--- config.mk ---
export PLATFORM = sky130hd
export DESIGN_NAME = sysace_sram_loader
export DESIGN_NICKNAME = d
export VERILOG_FILES = /design/src/rtl/sysace_pkg.sv /design/src/rtl/sysace_byte_packer.sv /design/src/rtl/sysace_sram_loader.sv
export SDC_FILE = /design/constraint.sdc
export NUM_CORES = 1
export LEC_CHECK = 0
export CELL_PAD_IN_SITES_DETAIL_PLACEMENT = 0
export CELL_PAD_IN_SITES_GLOBAL_PLACEMENT = 1
export CORE_UTILIZATION = 39
export CTS_CLUSTER_DIAMETER = 30
export DETAILED_ROUTE_END_ITERATION = 8
export PLACE_DENSITY = 0.92
export SYNTH_ARGS = -nofsm -noshare
export SYNTH_HDL_FRONTEND = slang
export SYNTH_SLANG_ARGS = --single-unit
--- constraint.sdc ---
create_clock -name CLK80 -period 3.9 [get_ports CLK80]
set_clock_uncertainty 0.2 [all_clocks]
set_input_delay 0.78 -clock CLK80 [delete_from_list [all_inputs] [get_ports CLK80]]
set_output_delay 0.78 -clock CLK80 [all_outputs]
set_load 0.03 [all_outputs]
--- src/rtl/sysace_pkg.sv ---
// Shared definitions for the SystemACE CompactFlash-to-SRAM loader.
// Holds the FSM encoding, sector geometry and sector-count helpers.
package sysace_pkg;

   localparam int LBA_W        = 28;
   localparam int SECTOR_WORDS = 256;

   typedef enum logic [2:0] {
      ST_IDLE,
      ST_FILL,
      ST_CMD,
      ST_ACKLOW,
      ST_XFER,
      ST_DONE
   } state_t;

   // A sector count of 0 on the command bus means 256 sectors.
   function automatic logic [8:0] sec_count(input logic [7:0] n);
      return (n == 8'd0) ? 9'd256 : {1'b0, n};
   endfunction

   function automatic logic [16:0] sec_words(input logic [7:0] n);
      return 17'(sec_count(n)) * 17'(SECTOR_WORDS);
   endfunction

endpackage

--- src/rtl/sysace_byte_packer.sv ---
// Byte accumulator: packs 16-bit FIFO words (low byte first) into
// PIX_BYTES-wide pixels, first byte as MSB, and holds one pending write.
// Ports: i_clr clears everything, i_push appends i_word, i_pop retires the
// pending write; o_valid/o_data is the pending write, o_cnt the bytes held.
module sysace_byte_packer
   import sysace_pkg::*;
#(
   parameter int PIX_BYTES = 3,
   parameter int DATA_W    = 32
) (
   input  logic              CLK80,
   input  logic              RST,
   input  logic              i_clr,
   input  logic              i_push,
   input  logic [15:0]       i_word,
   input  logic              i_pop,
   output logic              o_valid,
   output logic [DATA_W-1:0] o_data,
   output logic [2:0]        o_cnt
);

   logic [PIX_BYTES:0][7:0] r_acc;
   logic [PIX_BYTES:0][7:0] w_acc;
   logic [PIX_BYTES:0][7:0] w_acc_nx;
   logic [2:0]              r_cnt;
   logic [2:0]              w_cnt;
   logic [2:0]              w_cnt_nx;
   logic                    r_valid;
   logic                    w_valid_nx;
   logic [DATA_W-1:0]       r_data;
   logic [DATA_W-1:0]       w_data_nx;
   logic [DATA_W-1:0]       w_pix;

   always_comb begin
      w_acc = r_acc;
      w_cnt = r_cnt;
      if (i_push) begin
         for (int i = 0; i <= PIX_BYTES; i++) begin
            if (3'(i) == r_cnt)
               w_acc[i] = i_word[7:0];
            if (3'(i) == r_cnt + 3'd1)
               w_acc[i] = i_word[15:8];
         end
         w_cnt = r_cnt + 3'd2;
      end

      w_pix = '0;
      for (int i = 0; i < PIX_BYTES; i++)
         w_pix[(PIX_BYTES-1-i)*8 +: 8] = w_acc[i];

      w_acc_nx   = w_acc;
      w_cnt_nx   = w_cnt;
      w_valid_nx = r_valid;
      w_data_nx  = r_data;
      if (i_pop)
         w_valid_nx = 1'b0;
      // Reads only start with no pending write, so at most one byte can
      // remain after a pixel is taken; it moves to the head of the buffer.
      if ((!r_valid || i_pop) && w_cnt >= 3'(PIX_BYTES)) begin
         w_valid_nx  = 1'b1;
         w_data_nx   = w_pix;
         w_acc_nx    = '0;
         w_acc_nx[0] = w_acc[PIX_BYTES];
         w_cnt_nx    = w_cnt - 3'(PIX_BYTES);
      end
   end

   always_ff @(posedge CLK80 or negedge RST) begin
      if (!RST) begin
         r_acc   <= '0;
         r_cnt   <= '0;
         r_valid <= 1'b0;
         r_data  <= '0;
      end else if (i_clr) begin
         r_acc   <= '0;
         r_cnt   <= '0;
         r_valid <= 1'b0;
         r_data  <= '0;
      end else begin
         r_acc   <= w_acc_nx;
         r_cnt   <= w_cnt_nx;
         r_valid <= w_valid_nx;
         r_data  <= w_data_nx;
      end
   end

   assign o_valid = r_valid;
   assign o_data  = r_data;
   assign o_cnt   = r_cnt;

endmodule

--- src/rtl/sysace_sram_loader.sv ---
// CompactFlash-to-SRAM loader: issues multi-sector SystemACE reads over a
// four-phase req/ack, packs FIFO words into pixels and writes SRAM, or fills
// the whole SRAM with a pattern. Ports: start/mode/config in, busy/done/
// partial status, cmd_* handshake, fifo_* read side, wr_* SRAM write port.
module sysace_sram_loader
   import sysace_pkg::*;
#(
   parameter int ADDR_W    = 20,
   parameter int DATA_W    = 32,
   parameter int PIX_BYTES = 3,
   parameter int NB_W      = 16
) (
   input  logic              CLK80,
   input  logic              RST,
   input  logic              start,
   input  logic              mode,
   input  logic [27:0]       base_lba,
   input  logic [7:0]        burst_sectors,
   input  logic [NB_W-1:0]   num_bursts,
   input  logic [ADDR_W-1:0] base_addr,
   input  logic [DATA_W-1:0] fill_pattern,
   output logic              busy,
   output logic              done,
   output logic              partial,
   output logic              cmd_req,
   output logic [27:0]       cmd_lba,
   output logic [7:0]        cmd_nsectors,
   input  logic              cmd_ack,
   input  logic [15:0]       fifo_dout,
   input  logic              fifo_empty,
   output logic              fifo_rd_en,
   output logic [ADDR_W-1:0] wr_addr,
   output logic [DATA_W-1:0] wr_data,
   output logic              wr_en,
   input  logic              wr_full
);

   state_t            r_state;
   logic [LBA_W-1:0]  r_lba;
   logic [7:0]        r_nsec;
   logic [NB_W-1:0]   r_bursts;
   logic [16:0]       r_words;
   logic [ADDR_W-1:0] r_addr;
   logic [DATA_W-1:0] r_fill_data;
   logic              r_fill_en;
   logic              r_cmd_req;
   logic              r_partial;
   logic              r_inflight;

   logic              w_pk_valid;
   logic [DATA_W-1:0] w_pk_data;
   logic [2:0]        w_pk_cnt;
   logic              w_is_fill;
   logic              w_wr_en;
   logic              w_wr_acc;
   logic              w_pk_pop;
   logic              w_rd_en;
   logic              w_xfer_idle;
   logic              w_last;
   logic              w_clr;

   assign w_is_fill   = (r_state == ST_FILL);
   assign w_wr_en     = w_is_fill ? r_fill_en : w_pk_valid;
   assign w_wr_acc    = w_wr_en && !wr_full;
   assign w_pk_pop    = w_pk_valid && !wr_full;
   assign w_xfer_idle = (r_words == 17'd0) && !r_inflight && !w_pk_valid;
   assign w_last      = (r_bursts <= NB_W'(1));
   assign w_rd_en     = (r_state == ST_XFER) && !fifo_empty &&
                        (r_words != 17'd0) && !r_inflight && !w_pk_valid;
   // Leftover bytes are dropped on a fresh start and at the end of a load.
   assign w_clr       = ((r_state == ST_IDLE) && start) ||
                        ((r_state == ST_XFER) && w_xfer_idle && w_last);

   sysace_byte_packer #(
      .PIX_BYTES (PIX_BYTES),
      .DATA_W    (DATA_W)
   ) u_packer (
      .CLK80   (CLK80),
      .RST     (RST),
      .i_clr   (w_clr),
      .i_push  (r_inflight),
      .i_word  (fifo_dout),
      .i_pop   (w_pk_pop),
      .o_valid (w_pk_valid),
      .o_data  (w_pk_data),
      .o_cnt   (w_pk_cnt)
   );

   always_ff @(posedge CLK80 or negedge RST) begin
      if (!RST) begin
         r_state     <= ST_IDLE;
         r_lba       <= '0;
         r_nsec      <= '0;
         r_bursts    <= '0;
         r_words     <= '0;
         r_addr      <= '0;
         r_fill_data <= '0;
         r_fill_en   <= 1'b0;
         r_cmd_req   <= 1'b0;
         r_partial   <= 1'b0;
         r_inflight  <= 1'b0;
      end else begin
         unique case (r_state)
            ST_IDLE: begin
               if (start) begin
                  r_lba       <= base_lba;
                  r_nsec      <= burst_sectors;
                  r_bursts    <= num_bursts;
                  r_addr      <= mode ? '0 : base_addr;
                  r_fill_data <= fill_pattern;
                  r_partial   <= 1'b0;
                  if (mode) begin
                     r_fill_en <= 1'b1;
                     r_state   <= ST_FILL;
                  end else if (num_bursts != '0) begin
                     r_cmd_req <= 1'b1;
                     r_state   <= ST_CMD;
                  end else begin
                     r_state   <= ST_DONE;
                  end
               end
            end
            ST_FILL: begin
               if (w_wr_acc) begin
                  r_addr <= r_addr + ADDR_W'(1);
                  if (r_addr == '1) begin
                     r_fill_en <= 1'b0;
                     r_state   <= ST_DONE;
                  end
               end
            end
            ST_CMD: begin
               if (cmd_ack) begin
                  r_cmd_req <= 1'b0;
                  r_state   <= ST_ACKLOW;
               end
            end
            ST_ACKLOW: begin
               if (!cmd_ack) begin
                  r_words <= sec_words(r_nsec);
                  r_state <= ST_XFER;
               end
            end
            ST_XFER: begin
               r_inflight <= w_rd_en;
               if (w_rd_en)
                  r_words <= r_words - 17'd1;
               if (w_wr_acc)
                  r_addr <= r_addr + ADDR_W'(1);
               if (w_xfer_idle) begin
                  if (!w_last) begin
                     r_bursts  <= r_bursts - NB_W'(1);
                     r_lba     <= r_lba + LBA_W'(sec_count(r_nsec));
                     r_cmd_req <= 1'b1;
                     r_state   <= ST_CMD;
                  end else begin
                     r_partial <= (w_pk_cnt != 3'd0);
                     r_state   <= ST_DONE;
                  end
               end
            end
            ST_DONE: begin
               r_state <= ST_IDLE;
            end
            default: begin
               r_state <= ST_IDLE;
            end
         endcase
      end
   end

   assign busy         = (r_state != ST_IDLE);
   assign done         = (r_state == ST_DONE);
   assign partial      = r_partial;
   assign cmd_req      = r_cmd_req;
   assign cmd_lba      = r_lba;
   assign cmd_nsectors = r_nsec;
   assign fifo_rd_en   = w_rd_en;
   assign wr_addr      = r_addr;
   assign wr_data      = w_is_fill ? r_fill_data : w_pk_data;
   assign wr_en        = w_wr_en;

endmodule
; ---- Word level (Yosys, flattened, before mapping)
; Cells that the tools add are included.
[word_totals]
ff_bits = 196
wordCells = 158
[op_classes]
eq_ne = 25
reduce_logical = 43
order_cmp = 2
add_sub_neg = 7
n_mux = 63
[op_table]
columns = op, count
row1 = 32-bit 2-to-1 mux, 6
row2 = 28-bit 2-to-1 mux, 3
row3 = 8-bit 2-to-1 mux, 8
row4 = 20-bit 2-to-1 mux, 3
row5 = 28-bit one-hot mux with 2 select lines, 1
row6 = 16-bit 2-to-1 mux, 3
row7 = 20-bit one-hot mux with 2 select lines, 1
row8 = 3-bit 2-to-1 mux, 12
row9 = 17-bit 2-to-1 mux, 2
row10 = 17-bit one-hot mux with 2 select lines, 1
row11 = 16-bit one-hot mux with 2 select lines, 1
row12 = 28-bit by 9-bit adder with 28-bit output, 1
row13 = 20-bit by 1-bit adder with 20-bit output (second input constant), 1
row14 = 20-bit == test (second input constant), 1
row15 = 2-bit inequality test (second input constant), 9
row16 = 17-bit zero test, 1
row17 = 1-bit 2-to-1 mux, 17
row18 = 17-bit nonzero test, 1
row19 = 17-bit by 1-bit subtractor with 17-bit output (second input constant), 1
row20 = 16-bit by 1-bit less-or-equal comparator with 1-bit output (second input constant), 1
row21 = 16-bit nonzero test, 1
row22 = 16-bit by 1-bit subtractor with 16-bit output (second input constant), 1
row23 = 3-bit one-hot mux with 5 select lines, 1
row24 = 2-bit by 3-bit == test with 1-bit output (first input constant), 4
row25 = other kinds (26), 59

; ---- Logic depth before layout (Yosys ltp)
; Gate-level depths: netlist of the first run.
[logic_depth]
word_depth = 7
depth_mapped = 12
ltp_nobuf = 9

; ---- By module
; From an unflattened synthesis of the first run, not the netlist that was laid out.
[hier_totals]
hier_cells = 1225
area_unflattened_um2 = 10841.6
[by_module_without_submodules]
columns = mod, cells_each, area_each_um2, seq_area_each_um2, n_inst
row1 = sysace_sram_loader, 950, 7827.5, 3203.1, 1
row2 = sysace_byte_packer, 275, 3014.1, 1501.4, 1

; ---- Least setup slack after synthesis of the first run
; No wires, ideal clock.
[synth_timing]
path_kind = register -> register
start = register r_nsec[4] (netlist: cmd_nsectors[4])
end = register r_lba[23] (netlist: cmd_lba[23])
setup_time_ns = 0.083
synth_period_minus_slack_ns = 2.964
required_time_ns = 3.617
t_arrival_ns = 2.681
path_slack_ns = 0.936
stages_incl_launch_ff = 9
path_cell_list = dfrtp_1 -> or4_1 -> nor2_1 -> ha_1 -> nand4_1 -> a211oi_1 -> o21ai_0 -> o31a_1 -> o21ai_0
[synth_between]
elab_chain_cells = 6
[synth_lines]
columns = element, line
row1 = from (decl), sysace_sram_loader.sv:40  ; logic [7:0] r_nsec;
row2 = from (signal assigned), sysace_sram_loader.sv:107  ; r_nsec <= burst_sectors;
row3 = 8-bit zero test, sysace_pkg.sv:19  ; return (n == 8'd0) ? 9'd256 : {1'b0, n};
row4 = 9-bit 2-to-1 mux (*), sysace_pkg.sv:19
row5 = 28-bit by 9-bit adder with 28-bit output (*), sysace_sram_loader.sv:153  ; r_lba <= r_lba + LBA_W'(sec_count(r_nsec));
row6 = 28-bit 2-to-1 mux (*), sysace_sram_loader.sv:151  ; if (!w_last) begin
row7 = 28-bit 2-to-1 mux (*), sysace_sram_loader.sv:150  ; if (w_xfer_idle) begin
row8 = 28-bit one-hot mux with 2 select lines (*), sysace_sram_loader.sv:103  ; unique case (r_state)
row9 = to (signal assigned), sysace_sram_loader.sv:106  ; r_lba <= base_lba;
row10 = to (signal assigned), sysace_sram_loader.sv:153
row11 = to (decl), sysace_sram_loader.sv:39  ; logic [LBA_W-1:0] r_lba;
; Mark *: on every way between the ends. The rest lies on a longest branch, timed or not. The select of a mux whose other input is x is not followed.
; A chain may end at the register's enable or synchronous reset.

; ---- Worst setup path in the final report of the first run
[layout_timing]
start = register r_words[3]
end = output port fifo_rd_en
[layout_between]
elab_chain_cells = 4
[layout_lines]
columns = element, line
row1 = from (decl), sysace_sram_loader.sv:42  ; logic [16:0] r_words;
row2 = from (signal assigned), sysace_sram_loader.sv:140  ; r_words <= sec_words(r_nsec);
row3 = from (signal assigned), sysace_sram_loader.sv:147  ; r_words <= r_words - 17'd1;
row4 = 17-bit nonzero test, sysace_sram_loader.sv:69  ; (r_words != 17'd0) && !r_inflight && !w_pk_valid;
row5 = 1-bit logical AND, sysace_sram_loader.sv:68  ; assign w_rd_en = (r_state == ST_XFER) && !fifo_empty &&
row6 = 1-bit logical AND (2 in series), sysace_sram_loader.sv:69
row7 = to (decl), sysace_sram_loader.sv:31  ; output logic fifo_rd_en,
; No other way between the ends.

==> impl_metrics.tcl, run 1 <==
set metrics [dict create \
    hp-class "in2async" \
    dp_hpwl_um 21800 \
    crit-reg2reg-launch "cmd_nsectors[4]" \
    vdd_drop_max_v 0.0004839 \
    drcViolationCount 14 \
    synth_seq_cells 188 \
    die_x_um 165.8 \
    clk_pin_slew_ps 80 \
    antenna_cells 0 \
    max-slew-margin-rel 0.3873 \
    io_buffers 220 \
    fmax_ghz 0.2728 \
    holdWs_ps 188.4 \
    crit_start "r_words[3]" \
    first_pass_iters 9 \
    area_growth_pct 29.67 \
    ios 221 \
    startpoint_type "register" \
    worstPathRequired_ps 2920 \
    post-route-period-util 0.9400 \
    die_y_um 165.8 \
    powerDensity_mw_per_mm2 869.8 \
    violations "design-rule violations" \
    ctsHoldBuffers 0 \
    yosysMostFrequentCell "nand2_1" \
    synthArstFlopShare 1.000 \
    post_cts_resized 0 \
    vias 9897 \
    postSynthAreaPerCell_um2 8.672 \
    start_util 0.3994 \
    grt.met1_usage 0.3123 \
    antenna_found_initial 3 \
    cts-buffers-inserted 17 \
    gp_routability_congestion 0.8481 \
    cts_root_buffer "clkbuf_16" \
    rows 59 \
    synthTopCellsByCount "nand2_1 (215), dfrtp_1 (188), nor2_1 (105), a21oi_1 (97), o21ai_0 (90)" \
    crit_end "fifo_rd_en" \
    ff2ff_setup_slack_ps 580 \
    grt_max_degree 85 \
    routed_wl_um 31260 \
    postSynthCellCount 1207 \
    ys_warn_count 0 \
    core_area_mm2 0.02621 \
    post_cts_buffers 0 \
    synth_top_flop_cell "dfrtp_1" \
    via_per_inst 5.665 \
    status "complete, but fails checks" \
    period_needed_ps 3666 \
    wl_per_cell_um 17.90 \
    cts_tree "yes" \
    use_met3 0.05672 \
    p_leak_uw 0.005672 \
    grt_use_total 0.2304 \
    path_class "reg2out" \
    drv_slew 0 \
    die-area_mm2 0.02750 \
    synth_nets 1352 \
    worst_ep_arrival_time_ps 2690 \
    clock-sinks 188 \
    hold_viol 0 \
    yosysUniqueCellTypes 74 \
    busiest_layer "met2" \
    detail-route-antenna-nets 0 \
    grt_util_met2 0.3666 \
    synth_area_leaders "dfrtp_1 (45%), nand2_1 (7.7%), a21oi_1 (4.6%)" \
    synth_area_mm2 0.01047 \
    setup_violations 0 \
    yosysTopAreaCell "dfrtp_1" \
    clk_latency_ps 440 \
    regToRegEndpoint "cmd_lba[23]" \
    power_uw 11810 \
    grt-ovfl-total 0 \
    finish.net_count 1544 \
    htreeDepth 4 \
    grt_pass1_wl_um 51250 \
    clock_path_buffers 2 \
    crit_path_end_kind "primary output" \
    maxCapViolCount 0 \
    rsz0062_at_grt "no" \
    fin_tns_setup_ps 0 \
    grt_pass1_vias 9854 \
    drive_gt1_frac 0.07578 \
    worstPathMaxFanout 11 \
    r2r_cells 8 \
    max_slew.worst_pin.slew_ps 917.2 \
    yosysTopAreaCellShare 0.4494 \
    drt_iter0_markers 857 \
    synth_edf_count 0 \
    yosysSeqAreaShare 0.4494 \
]
logic make-up after synthesis:
family,after synthesis,share of synthesized area
DFF,188,0.4494
muxes,36,0.03753
and+or+nand+nor,475,0.2080
adders and majority gates,18,0.02223
AOI/OAI and AO/OA,379,0.2302
buffers and inverters,101,0.04423
xor gates and xnor gates,10,0.008367
worst max-delay path, cell delays in order, from the launching register on:
cell	delay, ps
dfrtp_1	440
or4_4	590
or4_4	540
o2111ai_1	200
buf_4	210
inv_1	90
buf_4	180
report_power, final:
| group | internal [uW] | switching, uW | total (uW) |
|---|---|---|---|
| clock network | 865 | 900 | 1770 |
| registers | 2810 | 822 | 3630 |
| logic | 2560 | 3850 | 6410 |
| total | 6240 | 5570 | 11800 |
worst min-delay path by stage:
stage                          endpoint  slack [ps]
CTS                 u_packer.o_data[21]         210
floorplan               r_fill_data[24]         240
detailed placement      r_fill_data[13]         260
global route        u_packer.o_data[21]         220
global placement        r_fill_data[30]         250
finish              u_packer.o_data[21]         190
layer usage:
metal  up-vias  routed length, um
met1      4799              14330
li1       4740                  -
met4         6                501
met2       310              14410
met5         -                 39
met3        42               1981
per-stage QoR:
step | worst slack [ps] | instance area, um2 | cells | util
floorplan | 935.9 | 10470 | 1207 | -
global placement | 693.7 | 12980 | 1715 | 0.4952
detailed placement | 627.9 | 12980 | 1715 | 0.4952
CTS | 219.3 | 13570 | 1747 | 0.5179
global route | 110.2 | 13570 | 1747 | 0.5179
finish | 233.9 | 13570 | 1747 | 0.5179
flip-flops by register name, indices dropped and copies added (netlist names), 3 cells and up:
register	count
cmd_lba	28
cmd_nsectors	8
r_bursts	16
r_fill_data	32
r_state	3
r_words	17
u_packer.o_cnt	3
u_packer.o_data	24
u_packer.r_acc	32
wr_addr	20
layout by cell type, fill, tap and decap left out, types with 7 or more instances in the layout:
| cell type | n |
|---|---|
| mux2i_1 | 10 |
| ha_1 | 17 |
| buf_4 | 29 |
| or4_1 | 7 |
| or3_1 | 13 |
| a21o_1 | 7 |
| o22a_1 | 8 |
| mux2_2 | 26 |
| a211oi_1 | 8 |
| inv_1 | 25 |
| a2bb2oi_1 | 9 |
| o22ai_1 | 45 |
| clkdlybuf4s50_1 | 218 |
| and3_1 | 8 |
| nor4_1 | 16 |
| nand4_1 | 11 |
| nand2_1 | 213 |
| o2bb2ai_1 | 30 |
| a22oi_1 | 8 |
| a31oi_1 | 18 |
| nor3_1 | 30 |
| o21a_1 | 7 |
| dfrtp_1 | 188 |
| o21ai_0 | 90 |
| clkbuf_16 | 17 |
| nor2_1 | 105 |
| a21oi_1 | 96 |
| and2_1 | 13 |
| nand3_1 | 17 |
| nand2b_1 | 10 |
area by class of cell:
| type | count | area, um2 |
|---|---|---|
| repair buffers | 249 | 2434 |
| clock buffers | 17 | 425.4 |
| well taps | 335 | 419.2 |
| inverters | 25 | 93.84 |
| flip-flops and latches | 188 | 4705 |
| fillers | 2436 | 12630 |
| clock inverters | 15 | 171.4 |
| multi-input cells | 918 | 5325 |
Note: power is estimated with default switching activity, not from simulation.
==> run 2, diff against run 1 <==
--- a/config.mk
+++ b/config.mk
@@ -11,6 +11,7 @@
 export CTS_CLUSTER_DIAMETER = 30
 export DETAILED_ROUTE_END_ITERATION = 8
 export PLACE_DENSITY = 0.92
+export SLEW_MARGIN = 20
 export SYNTH_ARGS = -nofsm -noshare
 export SYNTH_HDL_FRONTEND = slang
 export SYNTH_SLANG_ARGS = --single-unit
==> constraint.sdc (replaced) <==
create_clock -name CLK80 -period 4 [get_ports CLK80]
set_clock_uncertainty 0.2 [all_clocks]
set_input_delay 0.8 -clock CLK80 [delete_from_list [all_inputs] [get_ports CLK80]]
set_output_delay 0.8 -clock CLK80 [all_outputs]
set_load 0.03 [all_outputs]
==> impl_metrics.tcl, run 2 (same netlist as run 1, synthesis figures left out) <==
set metrics [dict create \
    maxCapViolCount 0 \
    start_util 0.3994 \
    fin_tns_setup_ps 0 \
    crit_path_end_kind "primary output" \
    dpl-instance-area_mm2 0.01297 \
    crit_slowest_cell "or4_4" \
    powerDensity_mw_per_mm2 850.9 \
    drv_slew 0 \
    cts-buffers-inserted 17 \
    ctsHoldBuffers 0 \
    ios 221 \
    rsz0062_at_grt "no" \
    max-slew-margin-rel 0.3109 \
    fmax_ghz 0.2719 \
    antenna_cells 0 \
    grt_use_total 0.2229 \
    cts_tree "yes" \
    clock-sinks 188 \
    worstPathRequired_ps 3000 \
    worst_ep_arrival_time_ps 2680 \
    grt_max_degree 91 \
    violations "design-rule violations" \
    critPathTopFamily "simple AND/OR/NAND/NOR gates" \
    clock_path_buffers 2 \
    core_area_mm2 0.02621 \
    drive_gt1_frac 0.07381 \
    grt_pass1_wl_um 49560 \
    rows 59 \
    die-area_mm2 0.02750 \
    path_buf_inv 4 \
    vdd_drop_max_v 0.0005024 \
    drcViolationCount 14 \
    cts_root_buffer "clkbuf_16" \
    post_cts_resized 0 \
    detail-route-antenna-nets 0 \
    post-route-period-util 0.9195 \
    max_stage_delay_ps 470 \
    max_slew.worst_pin.slew_ps 1034 \
    first_pass_iters 7 \
    setup_violations 0 \
    htreeDepth 4 \
    vias 9907 \
    post_cts_buffers 0 \
    routed_wl_um 30620 \
    drt_iter0_markers 810 \
    period_needed_ps 3678 \
    final_area_mm2 0.01357 \
    cp_cell_sequence "inv_1, ha_1, or4b_1, or4_4, o2111ai_1, buf_4, inv_1, buf_4" \
    io_buffers 220 \
    startpoint_type "register" \
    power_uw 11550 \
    worstPathMaxFanout 11 \
    dp_hpwl_um 20990 \
    status "complete, but fails checks" \
    path_class "reg2out" \
    via_per_inst 5.681 \
    grt-ovfl-total 0 \
    hold_viol 0 \
    wl_per_cell_um 17.56 \
    grt_pass1_vias 9555 \
    antenna_found_initial 0 \
    final_cell_mix "clkdlybuf4s50_1 (218), nand2_1 (213), dfrtp_1 (188)" \
    fillCellCount 2456 \
    die_y_um 165.8 \
    clk_pin_slew_ps 80 \
    area_growth_pct 29.68 \
    hp-class "in2async" \
    p_leak_uw 0.005677 \
    layout_commonest_cell "clkdlybuf4s50_1" \
    finish.net_count 1541 \
    clk_latency_ps 430 \
    gp_routability_congestion 0.8701 \
    die_x_um 165.8 \
]
-- run 2: report_power, final --
part	switching, uW	internal [uW]
Clock	823	949
Sequential	768	2740
Combinational	3760	2510
-- run 2: path summary, 6_finish.rpt --
path                                            end  cells after the start  slack, ps            start
worst max register to register          cmd_lba[23]                      8        680  cmd_nsectors[1]
worst min-delay path            u_packer.o_data[19]                      1        160              RST
min in group CLK80                  r_fill_data[30]                      2        270  r_fill_data[30]
max in group asynchronous               cmd_lba[16]                      2       2520              RST
worst min register to register      r_fill_data[30]                      2        270  r_fill_data[30]
worst max-delay path                     fifo_rd_en                      8        320       r_words[0]
-- run 2: routing by layer --
layer	vias to the layer above	track usage	share of wire	wire length (um)
met2	354	0.3585	0.46	14110
met4	0	0.05892	0.016	491
met3	43	0.04099	0.060	1843
met5	-	0	0	0
met1	4775	0.3089	0.46	14180
li1	4735	-	-	-
-- run 2: final cells by class --
class / instances / area, um2 / area share
sequential: 188 / 4705 / 0.3466
inverter: 25 / 93.84 / 0.006913
timing repair buffer: 246 / 2424 / 0.1785
clock buffer: 17 / 425.4 / 0.03134
tap: 335 / 419.2 / 0.03088
clock inverter: 15 / 182.7 / 0.01346
multi-input combinational: 918 / 5325 / 0.3923
-- run 2: metrics by stage --
step	hold slack (ps)	worst slack [ps]	cells	utilization
floorplan	237.4	1036	1207	-
global placement	249.8	836.3	1712	0.4948
detailed placement	254.0	738.6	1712	0.4948
CTS	200.7	314.3	1744	0.5180
global route	208.5	224.1	1744	0.5180
finish	155.7	321.9	1744	0.5180
-- run 2: worst reg2reg max path, cell delays in order, from the launching register on --
cell      delay (ps)
dfrtp_1          430
or4_1            540
nor2_1           170
ha_1             270
nand4_1          170
a211oi_1         690
o21ai_0          320
o31a_1           330
o21ai_0          130
